**src/rtl/sr_transmit_ctrl_if.sv**
```systemverilog
// Serial valid/ready link between the transmit sequencer and its sink.
// The sequencer side uses the master modport.
interface sr_transmit_ctrl_if;
  logic ser_out;
  logic ser_valid;
  logic ser_ready;

  modport master (
    output ser_out,
    output ser_valid,
    input  ser_ready
  );

  modport slave (
    input  ser_out,
    input  ser_valid,
    output ser_ready
  );
endinterface

```
**src/rtl/sr_transmit_ctrl.sv**
```systemverilog
// Row-by-row transmit sequencer for a flattened ROWS x D matrix.
// Define SR_TX_SCRAMBLE_EN to whiten the serial stream with a 16-bit LFSR.
module sr_transmit_ctrl #(
  parameter  int D    = 8,
  parameter  int ROWS = 4,
  localparam int RW   = (ROWS > 1) ? $clog2(ROWS) : 1,
  localparam int BW   = (D > 1) ? $clog2(D) : 1
) (
  input  logic                clk,
  input  logic                rst,
  input  logic                start,
  input  logic [D*ROWS-1:0]   mat_in,
  output logic                busy,
  output logic                ld,
  output logic [D-1:0]        row_out,
  output logic                done,
  sr_transmit_ctrl_if.master  ser
);

  typedef enum logic [1:0] {
    IDLE,
    LOAD,
    SHIFT,
    DONE
  } state_t;

  state_t                  state;
  logic [ROWS-1:0][D-1:0]  mat_q;
  logic [D-1:0]            shift_q;
  logic [D-1:0]            shift_nx;
  logic [D-1:0]            row_nx;
  logic [RW-1:0]           row_idx;
  logic [RW-1:0]           row_inc;
  logic [BW-1:0]           bit_cnt;
  logic                    last_row;
  logic                    ser_out_q;
  logic                    ser_valid_q;
  logic                    scr_cur;
  logic                    scr_nx;

  assign shift_nx      = shift_q << 1;
  assign row_inc       = row_idx + 1'b1;
  assign row_nx        = mat_q[row_inc];
  assign last_row      = (row_idx == RW'(ROWS - 1));
  assign ser.ser_out   = ser_out_q;
  assign ser.ser_valid = ser_valid_q;

`ifdef SR_TX_SCRAMBLE_EN
  localparam logic [15:0] SEED = 16'hACE1;

  logic [15:0] lfsr;
  logic [15:0] lfsr_nx;

  assign lfsr_nx = {lfsr[0] ^ lfsr[2] ^ lfsr[3] ^ lfsr[5],
                    lfsr[15:1]};
  assign scr_cur = lfsr[0];
  assign scr_nx  = lfsr_nx[0];

  // Advances only on accepted bits so stalls never skip a mask bit.
  always_ff @(posedge clk) begin
    if (rst) begin
      lfsr <= SEED;
    end else if (state == IDLE && start) begin
      lfsr <= SEED;
    end else if (state == SHIFT && ser.ser_ready) begin
      lfsr <= lfsr_nx;
    end
  end
`else
  assign scr_cur = 1'b0;
  assign scr_nx  = 1'b0;
`endif

  always_ff @(posedge clk) begin
    if (rst) begin
      state       <= IDLE;
      mat_q       <= '0;
      shift_q     <= '0;
      row_idx     <= '0;
      bit_cnt     <= '0;
      busy        <= 1'b0;
      ld          <= 1'b0;
      row_out     <= '0;
      done        <= 1'b0;
      ser_out_q   <= 1'b0;
      ser_valid_q <= 1'b0;
    end else begin
      unique case (state)
        IDLE: begin
          if (start) begin
            mat_q   <= mat_in;
            row_idx <= '0;
            row_out <= mat_in[D-1:0];
            ld      <= 1'b1;
            busy    <= 1'b1;
            state   <= LOAD;
          end
        end
        LOAD: begin
          ld          <= 1'b0;
          shift_q     <= row_out;
          bit_cnt     <= BW'(D - 1);
          ser_valid_q <= 1'b1;
          ser_out_q   <= row_out[D-1] ^ scr_cur;
          state       <= SHIFT;
        end
        SHIFT: begin
          if (ser.ser_ready) begin
            shift_q <= shift_nx;
            if (bit_cnt == '0) begin
              ser_valid_q <= 1'b0;
              ser_out_q   <= 1'b0;
              if (last_row) begin
                row_out <= '0;
                done    <= 1'b1;
                state   <= DONE;
              end else begin
                row_idx <= row_inc;
                row_out <= row_nx;
                ld      <= 1'b1;
                state   <= LOAD;
              end
            end else begin
              bit_cnt   <= bit_cnt - 1'b1;
              ser_out_q <= shift_nx[D-1] ^ scr_nx;
            end
          end
        end
        DONE: begin
          done  <= 1'b0;
          busy  <= 1'b0;
          state <= IDLE;
        end
        default: state <= IDLE;
      endcase
    end
  end

endmodule

```
**src/flat_wrapper.sv**
```systemverilog
// flat-port wrapper written by rule: the top's interface ports become plain ports
module sr_transmit_ctrl_flat 
#(
  parameter  int D    = 8,
  parameter  int ROWS = 4,
  localparam int RW   = (ROWS > 1) ? $clog2(ROWS) : 1,
  localparam int BW   = (D > 1) ? $clog2(D) : 1
)
  (clk, rst, start, mat_in, busy, ld, row_out, done, ser_ser_out, ser_ser_valid, ser_ser_ready);
  sr_transmit_ctrl_if ser_i ();
  input  logic clk;
  input  logic rst;
  input  logic start;
  input  logic [D*ROWS-1:0] mat_in;
  output logic busy;
  output logic ld;
  output logic [D-1:0] row_out;
  output logic done;
  output wire logic [$bits(ser_i.ser_out)-1:0] ser_ser_out;
  output wire logic [$bits(ser_i.ser_valid)-1:0] ser_ser_valid;
  input wire logic [$bits(ser_i.ser_ready)-1:0] ser_ser_ready;
  assign ser_ser_out = ser_i.ser_out;
  assign ser_ser_valid = ser_i.ser_valid;
  assign ser_i.ser_ready = ser_ser_ready;
  sr_transmit_ctrl #(.D(D), .ROWS(ROWS)) u_core (.clk(clk), .rst(rst), .start(start), .mat_in(mat_in), .busy(busy), .ld(ld), .row_out(row_out), .done(done), .ser(ser_i));
endmodule
```
**config.mk**
```make
export PLATFORM = sky130hd
export DESIGN_NAME = sr_transmit_ctrl_flat
export DESIGN_NICKNAME = d
export VERILOG_FILES = /design/src/rtl/sr_transmit_ctrl_if.sv /design/src/rtl/sr_transmit_ctrl.sv /design/src/flat_wrapper.sv
export SDC_FILE = /design/constraint.sdc
export NUM_CORES = 1
export LEC_CHECK = 0
export ABC_AREA = 0
export CORE_ASPECT_RATIO = 1.75
export CORE_MARGIN = 10
export CORE_UTILIZATION = 45
export DETAILED_ROUTE_END_ITERATION = 10
export GPL_ROUTABILITY_DRIVEN = 1
export PLACE_DENSITY = 0.85
export SYNTH_ARGS = -nofsm -noshare
export SYNTH_HDL_FRONTEND = slang
export SYNTH_SLANG_ARGS = --single-unit
```
**constraint.sdc**
```tcl
create_clock -name clk -period 1.9 [get_ports clk]
set_clock_uncertainty 0.15 [all_clocks]
set_input_delay 0.475 -clock clk [delete_from_list [all_inputs] [get_ports clk]]
set_output_delay 0.475 -clock clk [all_outputs]
set_load 0.01 [all_outputs]
```
==> results of run 1 <==
[worst min-delay path: stages, from the launching register on]
cell and delay (ns):
dfxtp_1 0.31, nand2_1 0.05, a21oi_1 0.05
[cell type report]
class / count / area, sq um / share of cell area, %
multi-input combinational: 223 / 1443 / 40.05
sequential: 59 / 1182 / 32.82
timing repair buffer: 66 / 679.4 / 18.86
clock buffer: 11 / 141.4 / 3.925
tap: 78 / 97.59 / 2.709
clock inverter: 3 / 40.04 / 1.111
inverter: 5 / 18.77 / 0.5210
[timing repair]
item	CTS	global route
setup buffers	0	0
gates resized for setup	5	8
setup endpoints to repair	5	11
pin swaps	0	1
[layout by cell type (no fill, tap or decap), types with 3 or more instances in the layout]
cell,n
clkdlybuf4s50_1,40
buf_12,5
dlygate4sd2_1,5
nand2_1,70
dlymetal6s2s_1,3
buf_4,13
o311ai_0,8
nor2b_1,11
inv_1,5
a21oi_1,49
clkbuf_8,10
o21ai_0,4
a211oi_1,8
mux2i_1,6
dfxtp_1,58
a221oi_1,5
mux2_2,16
nor3_1,7
nand2b_1,10
[sequential cells by signal, indices dropped and copies added (netlist names), 2 cells and up]
register,count
u_core.bit_cnt,3
u_core.mat_q,32
u_core.row_idx,2
u_core.row_out,8
u_core.shift_q,7
u_core.state,2
[stage by stage]
| stage | cell area (sq um) | util [%] | hold WS, ns | worst slack [ns] |
|---|---|---|---|---|
| 3_5_place_dp | 3382 | 56.63 | 0.2939 | -0.1843 |
| 5_1_grt | 3602 | 60.32 | 0.3233 | 0.005692 |
| 6_report | 3602 | 60.32 | 0.3003 | 0.07417 |
| 3_3_place_gp | 3382 | 56.63 | 0.2891 | -0.07976 |
| 4_1_cts | 3557 | 59.56 | 0.3024 | 0.0004396 |
| 2_1_floorplan | 2786 | - | 0.2829 | 0.05652 |
[layer usage]
layer  GRT usage [%]  routed length, um  up-vias
met2           26.47               3838       76
li1                -                  -     1205
met3           4.473                397       11
met5               0                  0        -
met1           13.80               2592     1111
met4           6.419                131        0
[report_power, final]
group / internal [mW] / switching (mW)
Clock: 0.622 / 0.445
Combinational: 0.305 / 0.285
Sequential: 1.34 / 0.0751
[worst paths after layout]
check	start	to	slack, ns	depth (start not counted)
worst max-delay path	u_core.done	done	0.07	1
worst min-delay path	u_core.mat_q[7]	u_core.mat_q[7]	0.30	2
worst max register to register	u_core.row_idx[0]	u_core.row_out[6]	0.10	5
worst min register to register	u_core.mat_q[7]	u_core.mat_q[7]	0.30	2
[cell families after synthesis]
family / Yosys count / share of synthesized area [%]
multiplexers: 22 / 8.621
AND/OR/NAND/NOR: 112 / 20.61
buffers and inverters: 32 / 7.140
flip-flops: 59 / 42.39
AO/OA/AOI/OAI: 86 / 19.89
adder cells (fa/ha/maj): 3 / 1.347
==> key figures, run 1 <==
Timing
  • Setup TNS: 0 ns
  • Slew HR: about two thirds
  • RSZ-0062 raised after global routing: no
  • Tcrit/Tclk final: between 90% and 100%
  • Clock period minus worst slack: between 1.5 and 2 ns
  • Least-Margin Pin Slew: 0.4710 ns
  • Max-slew violations: 0
  • Final hold violation count: 0
  • Final setup vio count: 0
  • Fmax: 547.7 MHz

Cells and area
  • Layout fillers: 509
  • Number of diodes: 0
  • Total Nets Final: 403
  • Non-Filler Instances: 445
  • Area growth, synth to finish: 29.28%
  • Layout cells sized above 1: 15.53%

GRT
  • GRT Util Overall: 14.22%
  • Initial antenna violation count: 0
  • First-pass GRT wire length: 11230 um
  • Largest net degree at the start of global routing: 35
  • GR Overflow Total: 0
  • Vias in the first global route: 2508

Clock network
  • Clk sinks: 59
  • H-tree depth: 3
  • CTS tree: done
  • Worst-path clk slew: 0.06 ns
  • Root cell of the clock tree: clkbuf_8
  • Cts bufs inserted: 9
  • Worst skew pair latency: 0.33 ns
  • CTS Hold Bufs: 0
  • CTS Buffer Depth: 2

Setup path
  • CP arrival: 1.20 ns
  • Critical path class: reg -> out
  • Top delay family on crit path: buffers and inverters
  • Critical path launch point type: register
  • Critical-path cell list: clkdlybuf4s50_1
  • Worst Path Buf+Inv: 1
  • Worst Path Required: ~1.3 ns
  • Slowest stage delay, CP: 0.54 ns
  • CP max stage cell: clkdlybuf4s50_1
  • Crit path capture type: primary output
  • Crit-path max FO: 2

Place
  • I/O Buffers: 48
  • HPWL Detailed: roughly 5200 um
  • Inst Count DP: 431
  • Routability Congestion: 0.8311

Yosys
  • Commonest cells post-synth: nand2_1, dfxtp_1, a21oi_1
  • Avg Inst Size Synth: 8.874 sq um
  • Most common cell in the netlist: nand2_1
  • Netlist cell types: 40
  • Post-Syn Area: 2786 sq um
  • Synth async-reset ratio: 0%
  • Area leader, netlist: dfxtp_1
  • Synth Instances: 314
  • Synth Net Count: 353
  • Synth top area share: 42.39%
  • EDFF count, synth: 0
  • Yosys reg bits: 59
  • Sequential share of the synthesized area: between 40% and 50%
  • Synth area leaders: dfxtp_1, nand2_1, a21oi_1
  • Primary FF master, synth: dfxtp_1
  • Ys Warns: 0

Routing
  • # DRC: 0
  • Vias per cell: 5.400
  • Pre-antenna DRT Iters: 5
  • Final ANT Viol Nets: 0
  • WL final: 6959 um
  • DRT iter0 DRCs: 103
  • DR WL/cell: roughly 16 um
  • DR vias: 2403

Floorplanning
  • Initial Util: 46.66%
  • DIE WIDTH: 79.49 um
  • Die height: 124.1 um
  • I/O Pins: 49
  • Core area: 5972 sq um
  • # rows: 37
  • Full die area: 9864 sq um

Power
  • Leakage: 1.428 nW
  • Total Power: 3.072 mW
  • Pwr/cell area: 852.9 nW/um^2
  • Peak supply drop: 0.4244 mV

Outcome
  • Run status: complete, no violations

Job
  • MaxCap Viol Count: 0

Worst hold path
  • Type of the tightest min-delay check: reg -> reg
No activity file was read; power rests on OpenSTA's default activity.
==> run 2, diff against run 1 <==
--- a/config.mk
+++ b/config.mk
@@ -8,10 +8,10 @@
 export ABC_AREA = 0
 export CORE_ASPECT_RATIO = 1.75
 export CORE_MARGIN = 10
-export CORE_UTILIZATION = 45
+export CORE_UTILIZATION = 40
 export DETAILED_ROUTE_END_ITERATION = 10
 export GPL_ROUTABILITY_DRIVEN = 1
-export PLACE_DENSITY = 0.85
+export PLACE_DENSITY = 0.78
 export SYNTH_ARGS = -nofsm -noshare
 export SYNTH_HDL_FRONTEND = slang
 export SYNTH_SLANG_ARGS = --single-unit
==> key figures, run 2 (synthesis results as in run 1) <==
Routing
  • DRT iter0 DRCs: 117 (was 103)
  • Pre-antenna DRT Iters: 4 (was 5)
  • WL final: 7001 um (was 6959 um)
  • # DRC: 0 (unchanged)
  • Vias per cell: 5.328 (was 5.400)
  • Final ANT Viol Nets: 0 (unchanged)
  • DR vias: 2419 (was 2403)
  • DR WL/cell: 15.42 um (was 15.64 um)

Worst hold path
  • Hold Startpoint: u_core.mat_q[0] (was u_core.mat_q[7])
  • Type of the tightest min-delay check: reg -> reg (unchanged)
  • Hold depth: 2 (unchanged)
  • WHS Endpoint: u_core.mat_q[0] (was u_core.mat_q[7])

Cells and area
  • Non-Filler Instances: 454 (was 445)
  • Commonest cells after routing, fill and taps aside: nand2_1, dfxtp_1, a21oi_1 (unchanged)
  • Number of diodes: 0 (unchanged)
  • Commonest non-fill, non-tap cell in the layout: nand2_1 (unchanged)
  • Area of the multi-input gates: 1438 sq um (was 1443 sq um)
  • Area growth, synth to finish: 32.82% (was 29.28%)
  • Top reg by flops: u_core.mat_q (unchanged)
  • Register area: 1181 sq um (was 1182 sq um)
  • Total Nets Final: 405 (was 403)
  • Layout fillers: 643 (was 509)
  • Largest register FFs: 32 (unchanged)
  • Layout cells sized above 1: 16.22% (was 15.53%)
  • Top flop regs: u_core.mat_q: 32 flops, u_core.row_out: 8 flops, u_core.shift_q: 7 flops (unchanged)

Floorplanning
  • I/O Pins: 49 (unchanged)
  • DIE WIDTH: 83.09 um (was 79.49 um)
  • # rows: 40 (was 37)
  • Initial Util: 40.94% (was 46.66%)
  • Die height: 130.4 um (was 124.1 um)
  • Core area: 6807 sq um (was 5972 sq um)
  • Full die area: 10840 sq um (was 9864 sq um)

Timing
  • Clock period minus worst slack: 1.836 ns (was 1.826 ns)
  • Tcrit/Tclk final: 96.65% (was 96.10%)
  • Fmax: 544.5 MHz (was 547.7 MHz)
  • Least-Margin Pin Slew: 0.4582 ns (was 0.4710 ns)
  • Max-slew violations: 0 (unchanged)
  • Final setup vio count: 0 (unchanged)
  • Setup TNS: 0 ns (unchanged)
  • Final hold violation count: 0 (unchanged)
  • Hold Slack: 0.3004 ns (was 0.3003 ns)
  • Slew HR: 69.41% (was 68.56%)

Clock network
  • Worst-path clk slew: 0.05 ns (was 0.06 ns)
  • Cts bufs inserted: 9 (unchanged)
  • CTS Buffer Depth: 2 (unchanged)
  • Clk sinks: 59 (unchanged)
  • Root cell of the clock tree: clkbuf_16 (was clkbuf_8)
  • Worst skew pair latency: 0.33 ns (about the same)
  • CTS tree: done (unchanged)
  • H-tree depth: 3 (unchanged)

Power
  • Comb power frac: 16.8% (was 19.2%)
  • Total Power: 3.494 mW (was 3.072 mW)
  • Leakage: 1.472 nW (was 1.428 nW)
  • Peak supply drop: 0.5565 mV (was 0.4244 mV)
  • Pint: 2.617 mW (was 2.267 mW)
  • Clock power frac: 42.8% (was 34.7%)
  • Switching fraction of total power: 25.09% (was 26.20%)
  • Net Switching: 0.8766 mW (was 0.8051 mW)
  • Pwr/cell area: 944.1 nW/um^2 (was 852.9 nW/um^2)
  • Reg power frac: 40.4% (was 46.1%)

GRT
  • Initial antenna violation count: 0 (unchanged)
  • Vias in the first global route: 2530 (was 2508)
  • GRT Util Overall: 12.97% (was 14.22%)
  • GR Overflow Total: 0 (unchanged)
  • Largest net degree at the start of global routing: 39 (was 35)
  • First-pass GRT wire length: 11490 um (was 11230 um)

Setup path
  • Critical path class: reg -> reg (was reg -> out)
  • Critical path launch point type: register (unchanged)
  • Crit path capture type: register (was primary output)
  • Worst R2R Start: u_core.row_idx[0] (unchanged)
  • Worst Path Required: 1.96 ns (was 1.27 ns)
  • CP arrival: 1.90 ns (was 1.20 ns)
  • Worst R2R Setup Slack: 0.06 ns (was 0.10 ns)
  • R2r endpoint: u_core.row_out[1] (was u_core.row_out[6])
  • Worst reg-to-reg path cell count: 5 (unchanged)
  • Crit-path max FO: 16 (was 2)

Place
  • Routability Congestion: 0.7856 (was 0.8311)
  • I/O Buffers: 48 (unchanged)
  • HPWL Detailed: 5123 um (was 5165 um)
  • Inst Count DP: 438 (was 431)

Outcome
  • Run status: complete, no violations (unchanged)

Job
  • MaxCap Viol Count: 0 (unchanged)
run 2: cell count changes in the layout (fill, tap and decap cells not counted):
cell and change:
a221oi_1 -1, a221oi_2 +2, a221oi_4 -1, buf_12 -1, buf_4 +3, bufinv_16 -1, clkbuf_16 +9, clkbuf_8 -7
dfxtp_1 +1, dfxtp_2 -1, dlygate4sd2_1 +1, dlymetal6s2s_1 -1
run 2: worst max path at each step:
| stage | startpoint | end | depth (start not counted) |
|---|---|---|---|
| global route | u_core.row_idx[0] | u_core.row_out[0] | 5 |
| global placement | ser_ser_ready | u_core.row_out[4] | 5 |
| finish | u_core.row_idx[0] | u_core.row_out[1] | 5 |
| CTS | u_core.row_out[7] | row_out[7] | 1 |
| detailed placement | ser_ser_ready | u_core.row_out[7] | 5 |
| floorplan | u_core.row_idx[0] | u_core.row_out[7] | 6 |
run 2: routing by layer:
metal / global-route usage (%) / up-vias / wire (um) / share of wire (%)
li1: - / 1216 / - / -
met1: 12.42 / 1111 / 2783 / 40
met2: 24.00 / 68 / 3683 / 53
met3: 3.098 / 24 / 275 / 3.9
met4: 8.954 / 0 / 258 / 3.7
met5: 0 / - / 0 / 0
run 2: cell type report:
cell class	count	share of cell area, %
clock buffers	13	7.302
clock inverters	2	0.2705
inverters	5	0.5071
multi-input cells	223	38.84
flip-flops and latches	59	31.91
well taps	84	2.840
repair buffers	68	18.32
run 2: critical path: stages (launching register included):
cell      delay [ns]
dfxtp_1         0.34
ha_4            0.29
buf_12          0.15
mux2_2          0.35
a221oi_2        0.34
a21oi_1         0.11
run 2: metrics by stage:
step	util, %	instance area [sq um]	setup WS (ns)
finish	54.37	3701	0.06358
global route	54.37	3701	-0.002189
CTS	53.82	3664	0.004344
detailed placement	49.72	3385	-0.1764
global placement	49.72	3385	-0.09148
floorplan	-	2786	0.05652
run 2: power by group through the flow:
stage | Clock (mW) | Sequential, mW | Combinational [mW]
2_1_floorplan | 0 | 1.42 | 0.361
3_3_place_gp | 0 | 1.43 | 0.577
3_5_place_dp | 0 | 1.44 | 0.589
4_1_cts | 1.52 | 1.41 | 0.586
5_1_grt | 1.56 | 1.43 | 0.649
6_report | 1.49 | 1.41 | 0.587
run 2: what timing repair did:
action                                  4_1_cts  5_1_grt
setup buffers                                 0        1
hold buffers                                  0        0
endpoints found under the setup margin        7        9
gates resized for setup                       7        5
==> run 3, diff against run 2 <==
--- a/config.mk
+++ b/config.mk
@@ -5,13 +5,15 @@
 export SDC_FILE = /design/constraint.sdc
 export NUM_CORES = 1
 export LEC_CHECK = 0
-export ABC_AREA = 0
+export ABC_AREA = 1
 export CORE_ASPECT_RATIO = 1.75
 export CORE_MARGIN = 10
 export CORE_UTILIZATION = 40
 export DETAILED_ROUTE_END_ITERATION = 10
 export GPL_ROUTABILITY_DRIVEN = 1
+export HOLD_SLACK_MARGIN = 0.12
 export PLACE_DENSITY = 0.78
+export SETUP_SLACK_MARGIN = 0.3
 export SYNTH_ARGS = -nofsm -noshare
 export SYNTH_HDL_FRONTEND = slang
 export SYNTH_SLANG_ARGS = --single-unit
==> key figures, run 3 <==
Setup path
  • Worst R2R Setup Slack: 0.36 ns (was 0.06 ns)
  • Worst R2R Start: u_core.state[1] (was u_core.row_idx[0])
  • CP max stage cell: dfxtp_1 (was mux2_2)
  • Worst Path Required: 1.27 ns (was 1.96 ns)
  • Top delay family on crit path: flip-flops (was compound AO/OA/AOI/OAI gates)
  • R2r endpoint: u_core.row_out[6] (was u_core.row_out[1])
  • Worst Path Buf+Inv: 1 (unchanged)
  • Crit path capture type: primary output (was register)
  • Critical path launch point type: register (unchanged)
  • Crit-path max FO: 3 (was 16)
  • Crit path from: u_core.row_out[0] (was u_core.row_idx[0])
  • Critical path class: reg -> out (was reg -> reg)
  • Slowest stage delay, CP: 0.36 ns (was 0.35 ns)
  • Critical-path cell list: clkdlybuf4s15_1 (was ha_4, buf_12, mux2_2, a221oi_2, a21oi_1)
  • Worst reg-to-reg path cell count: 8 (was 5)
  • CP arrival: 0.93 ns (was 1.90 ns)
  • Stages on worst setup path: 1 (was 5)
  • Worst Setup EP: row_out[0] (was u_core.row_out[1])

Routing
  • DRT iter0 DRCs: 164 (was 117)
  • Vias per cell: 4.944 (was 5.328)
  • Pre-antenna DRT Iters: 4 (unchanged)
  • # DRC: 0 (unchanged)
  • WL final: 7100 um (was 7001 um)
  • DR vias: 2640 (was 2419)
  • DR WL/cell: 13.30 um (was 15.42 um)
  • Final ANT Viol Nets: 0 (unchanged)

GRT
  • Largest net degree at the start of global routing: 49 (was 39)
  • Initial antenna violation count: 0 (unchanged)
  • First-pass GRT wire length: 11580 um (was 11490 um)
  • Vias in the first global route: 2735 (was 2530)
  • GRT Util Overall: 13.82% (was 12.97%)
  • GR Overflow Total: 0 (unchanged)

Floorplanning
  • I/O Pins: 49 (unchanged)
  • Initial Util: 41.27% (was 40.94%)
  • Full die area: 10620 sq um (was 10840 sq um)
  • Core area: 6588 sq um (was 6807 sq um)
  • DIE WIDTH: 82.32 um (was 83.09 um)
  • # rows: 39 (was 40)
  • Die height: 129.1 um (was 130.4 um)

Cells and area
  • Number of diodes: 0 (unchanged)
  • Total Nets Final: 489 (was 405)
  • Area of the multi-input gates: 1295 sq um (was 1438 sq um)
  • Top reg by flops: u_core.mat_q (unchanged)
  • Commonest non-fill, non-tap cell in the layout: nand2_1 (unchanged)
  • Commonest cells after routing, fill and taps aside: nand2_1, nor2_1, dfxtp_1 (was nand2_1, dfxtp_1, a21oi_1)
  • Non-Filler Instances: 534 (was 454)
  • Top flop regs: u_core.mat_q: 32 flops, u_core.row_out: 8 flops, u_core.shift_q: 7 flops (unchanged)
  • Area growth, synth to finish: 34.10% (was 32.82%)
  • Layout cells sized above 1: 10.18% (was 16.22%)
  • Largest register FFs: 32 (unchanged)
  • Layout fillers: 671 (was 643)
  • Register area: 1185 sq um (was 1181 sq um)

Yosys
  • Yosys reg bits: 59 (unchanged)
  • Area leader, netlist: dfxtp_1 (unchanged)
  • Post-Syn Area: 2719 sq um (was 2786 sq um)
  • Synth async-reset ratio: 0% (unchanged)
  • Most common cell in the netlist: nand2_1 (unchanged)
  • Ys Warns: 0 (unchanged)
  • Primary FF master, synth: dfxtp_1 (unchanged)
  • Synth Instances: 399 (was 314)
  • EDFF count, synth: 0 (unchanged)
  • Commonest cells post-synth: nand2_1, dfxtp_1, nor2_1 (was nand2_1, dfxtp_1, a21oi_1)
  • Netlist cell types: 23 (was 40)
  • Synth top area share: 43.44% (was 42.39%)
  • Avg Inst Size Synth: 6.814 sq um (was 8.874 sq um)
  • Sequential share of the synthesized area: 43.44% (was 42.39%)
  • Synth Net Count: 438 (was 353)
  • Synth area leaders: dfxtp_1, nand2_1, o21ai_0 (was dfxtp_1, nand2_1, a21oi_1)

Timing
  • Final setup vio count: 0 (unchanged)
  • Least-Margin Pin Slew: 0.2723 ns (was 0.4582 ns)
  • RSZ-0062 raised after global routing: yes
  • Fmax: 643.1 MHz (was 544.5 MHz)
  • Clock period minus worst slack: 1.555 ns (was 1.836 ns)
  • Max-slew violations: 0 (unchanged)
  • Tcrit/Tclk final: 81.85% (was 96.65%)
  • Slew HR: 81.66% (was 69.41%)
  • Final hold violation count: 0 (unchanged)
  • Setup WS post-layout: 0.3449 ns (was 0.06358 ns)

Power
  • Pwr/cell area: 1042 nW/um^2 (was 944.1 nW/um^2)
  • Switching fraction of total power: 29.06% (was 25.09%)
  • Comb power frac: 24.2% (was 16.8%)
  • Peak supply drop: 0.4837 mV (was 0.5565 mV)
  • Pint: 2.695 mW (was 2.617 mW)
  • Leakage: 1.557 nW (was 1.472 nW)
  • Clock power frac: 36.4% (was 42.8%)
  • Reg power frac: 39.4% (was 40.4%)
  • Net Switching: 1.104 mW (was 0.8766 mW)

Clock network
  • CTS Hold Bufs: 0 (unchanged)
  • H-tree depth: 3 (unchanged)
  • CTS Buffer Depth: 2 (unchanged)
  • Root cell of the clock tree: clkbuf_16 (unchanged)
  • Worst skew pair latency: 0.32 ns (was 0.33 ns)
  • CTS tree: done (unchanged)
  • Worst-path clk slew: 0.05 ns (about the same)
  • Clk sinks: 59 (unchanged)
  • Cts bufs inserted: 9 (unchanged)

Place
  • I/O Buffers: 48 (unchanged)
  • Pre-CTS setup slack: -0.07212 ns (was -0.1764 ns)
  • Inst Count DP: 519 (was 438)
  • Routability Congestion: 0.8817 (was 0.7856)
  • HPWL Detailed: 5338 um (was 5123 um)

Outcome
  • Run status: complete, no violations (unchanged)

Job
  • MaxCap Viol Count: 0 (unchanged)

Worst hold path
  • Type of the tightest min-delay check: reg -> reg (unchanged)
==> run 3: final cells by class <==
cell class	count	area share, %
repair buffers	62	17.26
multi-input cells	270	35.52
inverters	48	5.045
clock buffers	13	6.863
flip-flops and latches	59	32.50
well taps	82	2.814
==> run 3: tightest hold or removal path: stages, from the launching register on <==
cell and delay (ns):
dfxtp_1 0.29, inv_1 0.05, a21oi_1 0.05
==> run 3: cells by family (layout without fill, tap and decap cells) <==
group | Yosys count | after routing | share of synthesized area, %
AO/OA/AOI/OAI | 103 | 103 | 19.19
adder cells (fa/ha/maj) | 3 | 3 | 1.381
buffers and inverters | 70 | 123 | 10.49
AND/OR/NAND/NOR | 164 | 164 | 25.50
flip-flops | 59 | 59 | 43.44
==> run 3: metal layers <==
| metal | vias to the layer above | part of all wire [%] | GRT usage [%] |
|---|---|---|---|
| met2 | 53 | 56 | 25.66 |
| met5 | - | 0 | 0 |
| met3 | 16 | 4.4 | 3.947 |
| li1 | 1378 | - | - |
| met1 | 1193 | 36 | 12.62 |
| met4 | 0 | 3.0 | 7.948 |
==> run 3: power groups by stage <==
stage	logic [mW]	clock network (mW)	registers, mW
floorplan	0.553	0	1.52
global placement	0.879	0	1.51
detailed placement	0.907	0	1.52
CTS	0.889	1.40	1.49
global route	1.05	1.44	1.51
finish	0.919	1.38	1.50
==> run 3: how the worst min path moves through the flow <==
stage | cells after the start | to | from | slack (ns)
2_1_floorplan | 2 | u_core.mat_q[31] | u_core.mat_q[31] | 0.27
3_3_place_gp | 2 | u_core.mat_q[31] | u_core.mat_q[31] | 0.28
3_5_place_dp | 2 | u_core.mat_q[31] | u_core.mat_q[31] | 0.29
4_1_cts | 2 | u_core.mat_q[31] | u_core.mat_q[31] | 0.30
5_1_grt | 2 | u_core.mat_q[18] | u_core.mat_q[18] | 0.32
6_report | 2 | u_core.mat_q[31] | u_core.mat_q[31] | 0.30
==> run 3: what timing repair did <==
item	in CTS	in global routing
gates resized for setup	17	21
pin swaps	0	3
buffers inserted	0	2
setup endpoints to repair	24	29
==> run 3: metrics by stage <==
stage	TNS [ns]	hold slack (ns)	utilization [%]	power (mW)	area (sq um)
2_1_floorplan	0	0.2744	-	2.072	2719
3_3_place_gp	-0.05274	0.2844	50.47	2.389	3324
3_5_place_dp	-0.4853	0.2881	50.47	2.425	3324
4_1_cts	0	0.2951	54.17	3.783	3568
5_1_grt	0	0.3219	55.35	3.998	3646
6_report	0	0.2951	55.35	3.798	3646
